File: config.mk
export PLATFORM = sky130hd
export DESIGN_NAME = divider_arbiter
export DESIGN_NICKNAME = d
export VERILOG_FILES = /design/src/rtl/divider_arbiter.sv
export SDC_FILE = /design/constraint.sdc
export NUM_CORES = 1
export LEC_CHECK = 0
export BUFFER_PORTS_ARGS = -buffer_cell sky130_fd_sc_hd__buf_2
export CORE_MARGIN = 4
export CORE_UTILIZATION = 50
export DETAILED_ROUTE_END_ITERATION = 8
export PLACE_DENSITY = 0.9
export SYNTH_ARGS = -nofsm -noshare
export SYNTH_HDL_FRONTEND = slang
export SYNTH_SLANG_ARGS = --single-unit
export TNS_END_PERCENT = 10
File: constraint.sdc
create_clock -name i_sclk -period 3.9 [get_ports i_sclk]
set_input_delay 0.39 -clock i_sclk [delete_from_list [all_inputs] [get_ports i_sclk]]
set_output_delay 0.39 -clock i_sclk [all_outputs]
set_load 0.02 [all_outputs]
File: src/rtl/divider_arbiter.sv
// Round-robin arbiter that shares one external divider among NUM_REQ requesters.
// Each operation runs IDLE -> ISSUE -> WAIT -> RESP. Divide-by-zero and timeout responses are produced locally.
module divider_arbiter #(
    parameter int NUM_REQ           = 4,
    parameter int ID_BITDEPTH       = 2,
    parameter int DIVIDEND_BITDEPTH = 16,
    parameter int DIVISOR_BITDEPTH  = 16,
    parameter int TIMEOUT           = 64
) (
    input  logic                                   i_sclk,
    input  logic                                   i_rst,
    input  logic [NUM_REQ-1:0]                     i_req_valid,
    output logic [NUM_REQ-1:0]                     o_req_ready,
    input  logic [NUM_REQ*DIVIDEND_BITDEPTH-1:0]   i_req_dividend,
    input  logic [NUM_REQ*DIVISOR_BITDEPTH-1:0]    i_req_divisor,
    output logic                                   o_rsp_valid,
    output logic [ID_BITDEPTH-1:0]                 o_rsp_id,
    output logic [DIVIDEND_BITDEPTH-1:0]           o_rsp_quotient,
    output logic [DIVIDEND_BITDEPTH-1:0]           o_rsp_remainder,
    output logic                                   o_rsp_err,
    input  logic                                   i_rsp_ready,
    output logic                                   o_div_valid,
    output logic [DIVIDEND_BITDEPTH-1:0]           o_div_dividend,
    output logic [DIVISOR_BITDEPTH-1:0]            o_div_divisor,
    input  logic                                   i_div_valid,
    input  logic [DIVIDEND_BITDEPTH-1:0]           i_div_quotient,
    input  logic [DIVIDEND_BITDEPTH-1:0]           i_div_remainder,
    output logic                                   o_busy
);

    localparam int                     CNT_W    = $clog2(TIMEOUT);
    localparam logic [CNT_W-1:0]       CNT_LAST = CNT_W'(TIMEOUT - 1);
    localparam logic [ID_BITDEPTH-1:0] ID_LAST  = ID_BITDEPTH'(NUM_REQ - 1);

    typedef enum logic [1:0] {
        S_IDLE  = 2'd0,
        S_ISSUE = 2'd1,
        S_WAIT  = 2'd2,
        S_RESP  = 2'd3
    } state_t;

    state_t                         state_q, state_d;
    logic [ID_BITDEPTH-1:0]         ptr_q, ptr_d;
    logic [ID_BITDEPTH-1:0]         id_q, id_d;
    logic [CNT_W-1:0]               cnt_q, cnt_d;
    logic                           rsp_valid_q, rsp_valid_d;
    logic [ID_BITDEPTH-1:0]         rsp_id_q, rsp_id_d;
    logic [DIVIDEND_BITDEPTH-1:0]   rsp_quotient_q, rsp_quotient_d;
    logic [DIVIDEND_BITDEPTH-1:0]   rsp_remainder_q, rsp_remainder_d;
    logic                           rsp_err_q, rsp_err_d;
    logic                           div_valid_q, div_valid_d;
    logic [DIVIDEND_BITDEPTH-1:0]   div_dividend_q, div_dividend_d;
    logic [DIVISOR_BITDEPTH-1:0]    div_divisor_q, div_divisor_d;
    logic                           busy_q, busy_d;

    logic                           grant_any_s;
    logic [ID_BITDEPTH-1:0]         grant_id_s;
    logic [NUM_REQ-1:0]             grant_onehot_s;
    logic [DIVIDEND_BITDEPTH-1:0]   grant_dividend_s;
    logic [DIVISOR_BITDEPTH-1:0]    grant_divisor_s;
    logic                           sel_s;
    logic [NUM_REQ-1:0]             req_ready_s;

    // Round-robin pick: lowest valid index at/after ptr wins, else lowest valid index below ptr.
    always_comb begin
        grant_any_s      = 1'b0;
        grant_id_s       = '0;
        grant_onehot_s   = '0;
        grant_dividend_s = '0;
        grant_divisor_s  = '0;
        sel_s            = 1'b0;
        for (int k = NUM_REQ - 1; k >= 0; k--) begin
            sel_s            = i_req_valid[k] && (k < int'(ptr_q));
            grant_any_s      = grant_any_s | sel_s;
            grant_id_s       = sel_s ? ID_BITDEPTH'(k) : grant_id_s;
            grant_onehot_s   = sel_s ? ({{(NUM_REQ-1){1'b0}}, 1'b1} << k) : grant_onehot_s;
            grant_dividend_s = sel_s ? i_req_dividend[k*DIVIDEND_BITDEPTH +: DIVIDEND_BITDEPTH] : grant_dividend_s;
            grant_divisor_s  = sel_s ? i_req_divisor[k*DIVISOR_BITDEPTH +: DIVISOR_BITDEPTH] : grant_divisor_s;
        end
        // The second pass runs last so any hit at or after ptr overrides the wrapped candidate.
        for (int k = NUM_REQ - 1; k >= 0; k--) begin
            sel_s            = i_req_valid[k] && (k >= int'(ptr_q));
            grant_any_s      = grant_any_s | sel_s;
            grant_id_s       = sel_s ? ID_BITDEPTH'(k) : grant_id_s;
            grant_onehot_s   = sel_s ? ({{(NUM_REQ-1){1'b0}}, 1'b1} << k) : grant_onehot_s;
            grant_dividend_s = sel_s ? i_req_dividend[k*DIVIDEND_BITDEPTH +: DIVIDEND_BITDEPTH] : grant_dividend_s;
            grant_divisor_s  = sel_s ? i_req_divisor[k*DIVISOR_BITDEPTH +: DIVISOR_BITDEPTH] : grant_divisor_s;
        end
    end

    // Next-state and output computation for the one-operation-in-flight FSM.
    always_comb begin
        state_d         = state_q;
        ptr_d           = ptr_q;
        id_d            = id_q;
        cnt_d           = cnt_q;
        rsp_valid_d     = rsp_valid_q;
        rsp_id_d        = rsp_id_q;
        rsp_quotient_d  = rsp_quotient_q;
        rsp_remainder_d = rsp_remainder_q;
        rsp_err_d       = rsp_err_q;
        div_valid_d     = 1'b0;
        div_dividend_d  = div_dividend_q;
        div_divisor_d   = div_divisor_q;
        req_ready_s     = '0;
        case (state_q)
            S_IDLE: begin
                if (grant_any_s && !i_rst) begin
                    req_ready_s = grant_onehot_s;
                    id_d        = grant_id_s;
                    if (grant_divisor_s != '0) begin
                        state_d        = S_ISSUE;
                        div_valid_d    = 1'b1;
                        div_dividend_d = grant_dividend_s;
                        div_divisor_d  = grant_divisor_s;
                    end else begin
                        // Divide-by-zero is answered locally without starting the divider.
                        state_d         = S_RESP;
                        rsp_valid_d     = 1'b1;
                        rsp_id_d        = grant_id_s;
                        rsp_quotient_d  = '1;
                        rsp_remainder_d = grant_dividend_s;
                        rsp_err_d       = 1'b1;
                    end
                end else begin
                    state_d = S_IDLE;
                end
            end
            S_ISSUE: begin
                cnt_d   = '0;
                state_d = S_WAIT;
            end
            S_WAIT: begin
                // A result on the expiry cycle still counts as a real result.
                if (i_div_valid) begin
                    state_d         = S_RESP;
                    rsp_valid_d     = 1'b1;
                    rsp_id_d        = id_q;
                    rsp_quotient_d  = i_div_quotient;
                    rsp_remainder_d = i_div_remainder;
                    rsp_err_d       = 1'b0;
                end else if (cnt_q == CNT_LAST) begin
                    state_d         = S_RESP;
                    rsp_valid_d     = 1'b1;
                    rsp_id_d        = id_q;
                    rsp_quotient_d  = '0;
                    rsp_remainder_d = '0;
                    rsp_err_d       = 1'b1;
                end else begin
                    cnt_d = cnt_q + CNT_W'(1);
                end
            end
            S_RESP: begin
                if (i_rsp_ready) begin
                    state_d     = S_IDLE;
                    rsp_valid_d = 1'b0;
                    ptr_d       = (id_q == ID_LAST) ? '0 : id_q + ID_BITDEPTH'(1);
                end else begin
                    state_d = S_RESP;
                end
            end
            default: begin
                state_d = S_IDLE;
            end
        endcase
        busy_d = (state_d != S_IDLE);
    end

    // State and registered outputs; reset abandons any operation in flight.
    always_ff @(posedge i_sclk or posedge i_rst) begin
        if (i_rst) begin
            state_q         <= S_IDLE;
            ptr_q           <= '0;
            id_q            <= '0;
            cnt_q           <= '0;
            rsp_valid_q     <= 1'b0;
            rsp_id_q        <= '0;
            rsp_quotient_q  <= '0;
            rsp_remainder_q <= '0;
            rsp_err_q       <= 1'b0;
            div_valid_q     <= 1'b0;
            div_dividend_q  <= '0;
            div_divisor_q   <= '0;
            busy_q          <= 1'b0;
        end else begin
            state_q         <= state_d;
            ptr_q           <= ptr_d;
            id_q            <= id_d;
            cnt_q           <= cnt_d;
            rsp_valid_q     <= rsp_valid_d;
            rsp_id_q        <= rsp_id_d;
            rsp_quotient_q  <= rsp_quotient_d;
            rsp_remainder_q <= rsp_remainder_d;
            rsp_err_q       <= rsp_err_d;
            div_valid_q     <= div_valid_d;
            div_dividend_q  <= div_dividend_d;
            div_divisor_q   <= div_divisor_d;
            busy_q          <= busy_d;
        end
    end

    assign o_req_ready     = req_ready_s;
    assign o_rsp_valid     = rsp_valid_q;
    assign o_rsp_id        = rsp_id_q;
    assign o_rsp_quotient  = rsp_quotient_q;
    assign o_rsp_remainder = rsp_remainder_q;
    assign o_rsp_err       = rsp_err_q;
    assign o_div_valid     = div_valid_q;
    assign o_div_dividend  = div_dividend_q;
    assign o_div_divisor   = div_divisor_q;
    assign o_busy          = busy_q;

endmodule

---- Word level (Yosys, flattened, before mapping) ----
Index checks and enable logic that the tools add are counted.
W data, S select, Z words.
operators by class
  add/subtract/negate cells ............... 2
  magnitude comparators ................... 6
  equal/unequal tests ..................... 11
  multiplexer cells ....................... 65
  bitwise logic cells ..................... 6
  reductions and logical operators ........ 20
operators by type and width
  operator               count
  $mux W16               21
  $pmux W16 S2           2
  $mux W2                17
  $mux W4                6
  $reduce_bool A16 Y1    1
  $mux W6                2
  $pmux W6 S2            1
  $ne A2 B2 Y1 const B   5
  $mux W1                9
  $mux W3                3
  $pmux W2 S4            1
  $logic_and A1 B1 Y1    7
  $add A6 B1 Y6 const B  1
  $eq A2 B2 Y1 const B   3
  $eq A6 B6 Y1 const B   1
  $or A1 B1 Y1           6
  $reduce_and A3 Y1      2
  $reduce_bool A2 Y1     3
  $reduce_and A5 Y1      1
  $ge A1 B2 Y1 const A   2
  $lt A1 B2 Y1 const A   2
  $pmux W2 S2            1
  $reduce_and A2 Y1      2
  $reduce_and A4 Y1      1
  10 further kinds       10
word-level totals
  register bits ........................... 82
  word-level logic and storage cells ...... 123

---- Logic depth before layout (Yosys ltp) ----
Gate-level depths: netlist (run 1).
  depth in word-level cells ............... 14
  gate-level depth with buffers ........... 13

---- Least setup slack after synthesis (run 1) ----
No wires, ideal clock.
  path kind ............................... input port to output port
  from .................................... input i_req_valid[0]
  to ...................................... output o_req_ready[2]
  data arrival time ....................... 2.706 ns
  required time ........................... 3.510 ns
  setup slack ............................. 0.804 ns
  stages on the path ...................... 6
  buffers on the path ..................... 4
  cells stage by stage .................... buf_2 -> buf_1 -> clkbuf_1 -> o41ai_1 -> clkbuf_1 -> a2111oi_0
between the ends
  cells in the longest elaborated chain, start to end .. 9
  elaborated cells on any way between the ends .. 15
ends and longest elaborated chain
  element                     RTL line  RTL
  start: declaration          12        input logic [NUM_REQ-1:0] i_req_valid,
  $logic_and A1 B1 Y1         73        sel_s = i_req_valid[k] && (k < int'(ptr_q));
  $or A1 B1 Y1                74        grant_any_s = grant_any_s | sel_s;
  $or A1 B1 Y1 (4 in series)  83        grant_any_s = grant_any_s | sel_s;
  $logic_and A1 B1 Y1         108       if (grant_any_s && !i_rst) begin
  $mux W4 *                   108
  $mux W4 *                   106       case (state_q)
  end: declaration            13        output logic [NUM_REQ-1:0] o_req_ready,
Every way passes the cells marked *; elsewhere a longest branch is shown, timed or not.

---- Final worst setup path (run 1) ----
  from .................................... register ptr_q[1]
  to ...................................... register rsp_remainder_q[11] (netlist: o_rsp_remainder[11])
between the ends
  cells in the longest elaborated chain, start to end .. 12
  elaborated cells on any way between the ends .. 40
ends and longest elaborated chain
  element                                                      RTL line  RTL
  start: declaration                                           43        logic [ID_BITDEPTH-1:0] ptr_q, ptr_d;
  start signal: assignment                                     187       ptr_q <= ptr_d;
  $lt A2 B2 Y1                                                 73
  $logic_and A1 B1 Y1                                          73
  $mux W16 (on tied branches) (3 in series)                    78, 77
  $mux W16 (on tied branches) (4 in series)                    87, 86
  $reduce_bool A16 Y1 or $mux W16 (tied branches)              111       if (grant_divisor_s != '0) begin
  $ne A2 B2 Y1 (no line) or $mux W16 (tied branches)           -
  $reduce_and A4 Y1 (no line) or $pmux W16 S2 (tied branches)  -
  end signal: assignment                                       193       rsp_remainder_q <= rsp_remainder_d;
  end: declaration                                             49        logic [DIVIDEND_BITDEPTH-1:0] rsp_remainder_q, rsp_remainder_d;
Parallel ways exist; a longest one is shown, timed or not. The select of a mux whose other input is x is not followed.
A chain may end at the register's enable or synchronous reset.

==> flow_metrics.tcl, run 1 <==
set metrics [dict create \
    end_kind "flip-flop" \
    rsz0062_at_grt "false" \
    synth_ff_type "dfrtp_1" \
    status "finished clean" \
    crit_fanout 34 \
    post_drt_wl_per_cell_um 20.8 \
    grt_pass1_wl_um 34100 \
    r2r_setup_slack_ns 0.29 \
    numCtsBuffers 9 \
    finalCriticalPeriod_ns 3.61 \
    hpwl_um 16600 \
    synth_edf_count 0 \
    fmax_mhz 277 \
    tns_ns 0 \
    synth_seq_cells 82 \
    placed_cell_area_um2 7300 \
    grt_max_degree 57 \
    min_period_over_period_pct 92.6 \
    post_cts_buffers 0 \
    dieWidth_um 117 \
    ctsHoldBuffers 0 \
    ys_types 59 \
    die-area_um2 13700 \
    slew_headroom_pct 25.5 \
    finalClockSkew_ns 0.00898 \
    synth_cells 731 \
    vias 7070 \
    route.final.wire_length_um 22700 \
    crit_required_ns 4.12 \
    r2r-start "ptr_q[1]" \
    reg2reg_to "o_rsp_remainder[11]" \
    total_power_mw 5.50 \
    grt_overflow 0 \
    clock_path_buffers 2 \
    ioPinCount 242 \
    drv_slew 0 \
    start_util_pct 51.7 \
    mostFrequentLayoutCells "buf_2 (241), a21oi_1 (85), dfrtp_1 (82), o21ai_0 (64), nand2_1 (42)" \
    leakagePower_nw 3.84 \
    fp-row-count 39 \
    grt_use_total_pct 32.0 \
    hold_viol 0 \
    core_um2 11500 \
    grt_antenna_before_repair 0 \
    post-place-ws_ns 0.386 \
    grt_pass1_vias 6575 \
    drtPass1Iterations 9 \
    irDropWorstVdd_uv 481 \
    cts-resized-gates 0 \
    power.density_nw_per_um2 720 \
    crit_arrival_ns 3.83 \
    vias_per_cell 6.48 \
    worstSetupPathType "reg -> reg" \
    die_h_um 117 \
    r2r_cells 10 \
    yosys_warnings 0 \
    ys_async_sr_fraction_pct 100 \
    synth-seq-area-share_pct 34.5 \
    clkTransAtPathRegs_ns 0.07 \
    syn_nets 901 \
    h-tree-depth 3 \
    drt_iter0_markers 920 \
    clock_latency_ns 0.34 \
    cts_tree "done" \
    syn_area_per_cell_um2 8.14 \
    layout.nets 1112 \
    drive_above_1_share_pct 31.8 \
    drc 0 \
    postRouteAntennaNets 0 \
    hold_class "in -> async" \
    synth.top_cell.area_share_pct 34.5 \
    worst_slack_ns 0.287 \
    gp_congestion 0.973 \
    syn2layout_area_growth_pct 28.4 \
    maxCapViolCount 0 \
    setup_viol 0 \
    layout_commonest_cell "buf_2" \
    tightest_slew_ns 1.11 \
    ys_top_cells_by_area "dfrtp_1 (34%), a21oi_1 (7.2%), o21ai_0 (5.4%)" \
    port_buffers 241 \
    syn_area_um2 5950 \
    yosys.area.top_type "dfrtp_1" \
    cts.sinks 82 \
    stdcell_area_um2 7630 \
    start_kind "flip-flop" \
    root_buffer "clkbuf_16" \
]
area by class of cell:
| type | instances | area, um^2 |
|---|---|---|
| Multi-Input combinational cell | 551 | 3530 |
| Fill cell | 957 | 3880 |
| Clock inverter | 5 | 85.1 |
| Sequential cell | 82 | 2050 |
| Timing Repair Buffer | 270 | 1440 |
| Clock buffer | 11 | 243 |
| Tap cell | 143 | 179 |
| Antenna cell | 1 | 2.50 |
| Inverter | 28 | 106 |
registers in the layout, indices dropped and copies added (netlist names):
signal / cells
o_rsp_err: 1
o_busy: 1
state_q: 2
o_rsp_remainder: 16
o_div_valid: 1
o_div_divisor: 16
o_rsp_quotient: 16
id_q: 2
o_rsp_id: 2
cnt_q: 6
ptr_q: 2
o_rsp_valid: 1
o_div_dividend: 16
cell families after synthesis:
group | share of synthesized area, %
and+or+nand+nor | 17.0
buffers and inverters | 6.63
xor gates and xnor gates | 0.442
muxes | 8.39
DFF | 34.5
adders and majority gates | 0.421
AOI/OAI and AO/OA | 32.6
power by group:
part           leakage [nW]  internal [mW]  switching [mW]
registers             0.992           1.22           0.286
logic                  2.70           1.17            1.87
clock network         0.156          0.583           0.365
routing by layer:
layer	global-route usage, %	up-vias	part of all wire [%]
met5	0	-	0
met4	13.6	0	4.2
met3	5.19	95	9.7
met2	52.3	483	47
met1	42.2	3335	39
li1	-	3157	-
critical path, stage by stage (launching register included):
cell and delay, ns:
dfrtp_1 0.60, buf_4 0.29, nand2b_1 0.41, a21oi_1 0.25
o32ai_1 0.12, a222oi_1 0.33, nand4_1 0.27, nor4_4 0.52
a21oi_4 0.12, buf_12 0.22, mux2_1 0.34
stage by stage:
stage	instances	utilization (%)	hold slack, ns
2_1_floorplan	731	-	0.479
3_3_place_gp	1074	63.4	0.455
3_5_place_dp	1074	63.4	0.466
4_1_cts	1090	66.3	0.304
5_1_grt	1090	66.3	0.338
6_report	1091	66.3	0.263
worst max-delay path by stage:
stage / startpoint / endpoint / slack (ns) / depth (start not counted)
2_1_floorplan: i_req_valid[0] / o_req_ready[2] / 0.80 / 6
3_3_place_gp: i_req_valid[2] / o_rsp_remainder[4] / 0.46 / 10
3_5_place_dp: i_req_valid[0] / o_rsp_remainder[9] / 0.39 / 11
4_1_cts: ptr_q[1] / o_rsp_remainder[9] / 0.40 / 10
5_1_grt: ptr_q[1] / o_rsp_remainder[10] / 0.13 / 10
6_report: ptr_q[1] / o_rsp_remainder[11] / 0.29 / 10
Yosys cell counts, types with 4 or more instances:
cell and n:
or3_1 7, o32ai_1 8, o31ai_1 10, a21o_1 26, a221o_1 8, nor3_1 27
nand2_1 42, o2bb2ai_1 4, buf_1 6, a31oi_1 11, mux2_2 9, mux2i_1 24
inv_1 28, a221oi_1 16, o21ai_0 64, a2bb2oi_1 14, o21a_1 7, a311oi_1 5
mux2_1 14, a21oi_1 85, a211oi_1 4, nor2_1 41, and2_1 11, nor2b_1 4
o211ai_1 6, nand2b_1 19, dfrtp_1 82, clkbuf_1 47, buf_2 15, nand4_1 6
nand3_1 33, nor4_1 8
No activity file was read; power rests on OpenSTA's default activity.
==> run 2, diff against run 1 <==
--- a/config.mk
+++ b/config.mk
@@ -5,11 +5,13 @@
 export SDC_FILE = /design/constraint.sdc
 export NUM_CORES = 1
 export LEC_CHECK = 0
+export ABC_AREA = 1
 export BUFFER_PORTS_ARGS = -buffer_cell sky130_fd_sc_hd__buf_2
 export CORE_MARGIN = 4
-export CORE_UTILIZATION = 50
+export CORE_UTILIZATION = 49
 export DETAILED_ROUTE_END_ITERATION = 8
-export PLACE_DENSITY = 0.9
+export PLACE_DENSITY = 0.89
+export SKIP_CTS_REPAIR_TIMING = 1
 export SYNTH_ARGS = -nofsm -noshare
 export SYNTH_HDL_FRONTEND = slang
 export SYNTH_SLANG_ARGS = --single-unit
==> flow_metrics.tcl, run 2 <==
set metrics [dict create \
    grt_pass1_vias 6414 \
    worstSetupPathType "reg -> reg" \
    seqPwrFrac_pct 28.1 \
    clock_path_buffers 2 \
    status "finished clean" \
    synth_top_family_by_area "simple AND/OR/NAND/NOR gates" \
    grt_max_degree 50 \
    p_switching_mw 2.60 \
    die-area_um2 13800 \
    power.density_nw_per_um2 705 \
    crit_fanout 36 \
    yosysMostFrequentCell "nand2_1" \
    synth_seq_cells 82 \
    clkTransAtPathRegs_ns 0.07 \
    cts.sinks 82 \
    synth_fa_ha_area_share_pct 0.428 \
    min_period_over_period_pct 87.4 \
    maxCapViolCount 0 \
    grt_pass1_wl_um 32800 \
    ys_async_sr_fraction_pct 100 \
    leakagePower_nw 4.24 \
    dp.cells 1280 \
    drv_slew 0 \
    ys_top_cells_by_area "dfrtp_1 (35%), nand2_1 (21%), nand3_1 (9.2%)" \
    syn_area_per_cell_um2 6.26 \
    vias_per_cell 5.51 \
    synth_cells 934 \
    drtPass1Iterations 6 \
    synthSimpleGateAreaFrac_pct 41.4 \
    synth-compound-area-share_pct 13.8 \
    hpwl_um 16100 \
    syn_nets 1104 \
    port_buffers 241 \
    synth_ff_type "dfrtp_1" \
    grt_overflow 0 \
    numCtsBuffers 9 \
    die_h_um 117 \
    synth-xor-area-share_pct 0 \
    core_um2 11600 \
    hold_viol 0 \
    p_int_mw 2.61 \
    setup_viol 0 \
    finalClockSkew_ns 0.0135 \
    slew_headroom_pct 25.5 \
    vias 7167 \
    postRouteAntennaNets 0 \
    rsz0062_at_grt "false" \
    layout.nets 1318 \
    clock_latency_ns 0.35 \
    final-seq-area_um2 2050 \
    grt_use_total_pct 30.5 \
    syn2layout_area_growth_pct 26.4 \
    total_power_mw 5.21 \
    root_buffer "clkbuf_16" \
    synth_common_cells "nand2_1 (335), nand3_1 (108), nor2_1 (105), dfrtp_1 (82), inv_1 (73)" \
    end_kind "flip-flop" \
    gp_congestion 0.931 \
    cts_tree "done" \
    start_kind "flip-flop" \
    multi_input_area_um2 3260 \
    post_drt_wl_per_cell_um 16.4 \
    mostFrequentLayoutCells "nand2_1 (335), buf_2 (241), nand3_1 (108), nor2_1 (104), dfrtp_1 (82)" \
    dieWidth_um 117 \
    fmax_mhz 293 \
    ioPinCount 242 \
    synth_edf_count 0 \
    fp-row-count 39 \
    ys_types 29 \
    tns_ns 0 \
    p_clk_share_pct 15.7 \
    layout_commonest_cell "nand2_1" \
    syn_area_um2 5850 \
    final_util_pct 63.9 \
    drc 0 \
    drive_above_1_share_pct 26.7 \
    crit_required_ns 4.11 \
    synth-seq-area-share_pct 35.1 \
    route.final.wire_length_um 21300 \
    yosys_warnings 0 \
    nFillCells 1072 \
    tightest_slew_ns 1.11 \
    fin_cells 1301 \
    synth.top_cell.area_share_pct 35.1 \
    timing.hold.ws_ns 0.206 \
    start_util_pct 50.6 \
    switching_share_pct 49.9 \
    hold_class "in -> async" \
    grt_antenna_before_repair 2 \
    h-tree-depth 3 \
    crit_arrival_ns 3.62 \
    drt_iter0_markers 871 \
    yosys.area.top_type "dfrtp_1" \
    finalCriticalPeriod_ns 3.41 \
    irDropWorstVdd_uv 309 \
    power.share.combinational_pct 56.2 \
    synth_mux_area_share_pct 0 \
]
## run 2: cell count changes in the layout (fill, tap and decap cells not counted), sizes merged, moves of 24 or more
cell	change
nand2	+296
mux2i	-24
nand3	+75
inv	+51
nor2	+66
a21oi	-65
a21o	-26
## run 2: area by class of cell
type / instances / area share (%)
flip-flops and latches: 82 / 27.8
clock buffers: 9 / 3.05
diodes: 5 / 0.169
clock inverters: 7 / 0.812
inverters: 77 / 3.93
multi-input cells: 722 / 44.0
well taps: 143 / 2.42
repair buffers: 256 / 17.8
## run 2: cells by family (layout without fill, tap and decap cells)
family                     Yosys count  in the layout
and+or+nand+nor                    583            583
buffers and inverters              130            349
AOI/OAI and AO/OA                  137            137
adders and majority gates            2              2
other                                0              5
DFF                                 82             82
## run 2: final timing paths
check	from	endpoint	slack, ns	cells after the start
worst min register to register	o_rsp_quotient[11]	o_rsp_quotient[11]	0.47	2
min in group i_sclk	i_div_quotient[8]	o_rsp_quotient[8]	0.38	5
worst max-delay path	ptr_q[1]	o_rsp_valid	0.49	17
worst max register to register	ptr_q[1]	o_rsp_valid	0.49	17
worst min-delay path	i_rst	ptr_q[1]	0.21	2
max in group asynchronous	i_rst	o_rsp_remainder[0]	2.74	3
## run 2: through the flow
stage / setup slack (ns) / area (um^2)
final: 0.492 / 7390
after global routing: 0.220 / 7390
after CTS: 0.591 / 7380
after detailed placement: 0.627 / 7100
after global placement: 0.663 / 7100
after floorplan: 1.40 / 5850
## run 2: power by group through the flow
| stage | clock network, mW | registers (mW) | logic (mW) |
|---|---|---|---|
| floorplan | 0 | 1.84 | 1.63 |
| global placement | 0 | 1.46 | 2.84 |
| detailed placement | 0 | 1.47 | 2.89 |
| CTS | 0.826 | 1.46 | 2.90 |
| global route | 0.865 | 1.51 | 3.26 |
| finish | 0.821 | 1.46 | 2.93 |
## run 2: worst max-delay path, stage by stage (launching register included)
cell,delay [ns]
dfrtp_1,0.59
nand2_1,0.15
nand2_1,0.15
buf_4,0.30
nand2_2,0.39
nor2_1,0.22
nor2_1,0.06
nand2_1,0.06
nand2_1,0.04
nand2_1,0.12
nand2_1,0.08
nor2_1,0.18
nand2_1,0.12
o21ai_4,0.18
buf_4,0.38
nand2_1,0.11
nand2_1,0.07
nand2_1,0.05
## run 2: routing by layer
layer	GRT usage, %	share of wire (%)
met5	0	0
met1	39.6	39
met3	6.48	8.7
met4	14.6	4.2
met2	48.4	48
==> run 3, diff against run 2 <==
--- a/config.mk
+++ b/config.mk
@@ -7,10 +7,11 @@
 export LEC_CHECK = 0
 export ABC_AREA = 1
 export BUFFER_PORTS_ARGS = -buffer_cell sky130_fd_sc_hd__buf_2
+export CAP_MARGIN = 25
 export CORE_MARGIN = 4
 export CORE_UTILIZATION = 49
 export DETAILED_ROUTE_END_ITERATION = 8
-export PLACE_DENSITY = 0.89
+export PLACE_DENSITY = 0.81
 export SKIP_CTS_REPAIR_TIMING = 1
 export SYNTH_ARGS = -nofsm -noshare
 export SYNTH_HDL_FRONTEND = slang
==> flow_metrics.tcl, run 3 (synthesis gave the netlist of run 2 again) <==
set metrics [dict create \
    p_int_mw 2.63 \
    min_period_over_period_pct 93.2 \
    r2r_cells 15 \
    grt_antenna_before_repair 2 \
    drt_iter0_markers 635 \
    rsz0062_at_grt "false" \
    worstSetupPathType "reg -> reg" \
    h-tree-depth 3 \
    layout.nets 1320 \
    end_kind "flip-flop" \
    mostFrequentLayoutCells "nand2_1 (334), buf_2 (241), nand3_1 (108), nor2_1 (104), dfrtp_1 (82)" \
    dp.cells 1281 \
    drv_slew 0 \
    post-place-ws_ns 0.0985 \
    cp_top_family "simple AND/OR/NAND/NOR gates" \
    hold_viol 0 \
    route.final.wire_length_um 20900 \
    vias 7014 \
    r2r_setup_slack_ns 0.27 \
    power.density_nw_per_um2 702 \
    crit_fanout 36 \
    status "finished clean" \
    power.share.combinational_pct 56.2 \
    nFillCells 1082 \
    worst_path_max_delay_cell "dfrtp_1" \
    clock_latency_ns 0.34 \
    irDropWorstVdd_uv 303 \
    cp_cell_sequence "nand2_1, nand2_2, nand2_4, inv_2, nand3_1, o21ai_1, nand2_1, nand2_1, nand2_1, nor2_1, nand2_1, o21ai_4, nand2_4, nand2_1, nand2_1" \
    clock_path_buffers 2 \
    start_util_pct 50.6 \
    syn2layout_area_growth_pct 27.0 \
    root_buffer "clkbuf_16" \
    final_util_pct 64.2 \
    p_switching_mw 2.59 \
    r2r-start "ptr_q[1]" \
    placed_cell_area_um2 7110 \
    gp_congestion 0.958 \
    reg2reg_to "o_rsp_remainder[5]" \
    clkTransAtPathRegs_ns 0.07 \
    start_kind "flip-flop" \
    timing.hold.ws_ns 0.150 \
    vias_per_cell 5.39 \
    worst_slack_ns 0.266 \
    fmax_mhz 275 \
    drtPass1Iterations 8 \
    crit_buf_inv 1 \
    slew_headroom_pct 25.6 \
    grt_overflow 0 \
    core_um2 11600 \
    total_power_mw 5.22 \
    worstSetupPathDepth 15 \
    tns_ns 0 \
    port_buffers 241 \
    grt_pass1_vias 6528 \
    switching_share_pct 49.6 \
    stdcell_area_um2 7430 \
    ioPinCount 242 \
    crit_path_max_incr_delay_ns 0.59 \
    die_h_um 117 \
    cts.sinks 82 \
    numCtsBuffers 9 \
    tightest_slew_ns 1.11 \
    fp-row-count 39 \
    setup_viol 0 \
    hold_class "in -> async" \
    layout_commonest_cell "nand2_1" \
    leakagePower_nw 4.24 \
    worst_path_most_repeated_cell "nand2_1" \
    grt_pass1_wl_um 31900 \
    dieWidth_um 117 \
    crit_arrival_ns 3.86 \
    maxCapViolCount 0 \
    crit_required_ns 4.12 \
    post_drt_wl_per_cell_um 16.1 \
    hpwl_um 15600 \
    die-area_um2 13800 \
    cts_tree "done" \
    seqPwrFrac_pct 28.2 \
    p_clk_share_pct 15.6 \
    fin_cells 1301 \
    finalCriticalPeriod_ns 3.63 \
    drc 0 \
    postRouteAntennaNets 0 \
    grt_use_total_pct 29.5 \
    drive_above_1_share_pct 26.9 \
    grt_max_degree 42 \
    finalClockSkew_ns 0.0113 \
]
[run 3: metal layers]
layer	routed length, um	GRT usage, %	part of all wire, %	up-vias
met5	0	0	0	-
met4	779	13.0	3.7	0
met3	2040	6.68	9.8	58
met2	9980	48.0	48	380
met1	8110	37.6	39	3137
li1	-	-	-	3439
[run 3: power groups by stage]
stage          Sequential, mW  Combinational (mW)  Clock, mW
2_1_floorplan            1.84                1.63          0
5_1_grt                  1.51                3.28      0.852
3_3_place_gp             1.48                2.84          0
4_1_cts                  1.47                2.91      0.825
6_report                 1.47                2.93      0.813
3_5_place_dp             1.48                2.90          0
[run 3: worst max-delay path by stage]
stage	from	endpoint	slack, ns
floorplan	i_rst	cnt_q[0]	1.40
finish	ptr_q[1]	o_rsp_remainder[5]	0.27
detailed placement	ptr_q[1]	o_rsp_remainder[5]	0.1
CTS	ptr_q[1]	o_rsp_remainder[5]	0.09
global route	ptr_q[1]	o_rsp_quotient[14]	0.02
global placement	ptr_q[1]	o_rsp_quotient[15]	0.31
[run 3: final cells by class]
cell class	count	area, um^2	area share (%)
repair buffers	257	1330	17.9
inverters	77	290	3.91
well taps	143	179	2.41
clock buffers	10	239	3.22
multi-input cells	723	3290	44.3
clock inverters	6	47.5	0.640
diodes	3	7.51	0.101
flip-flops and latches	82	2050	27.6
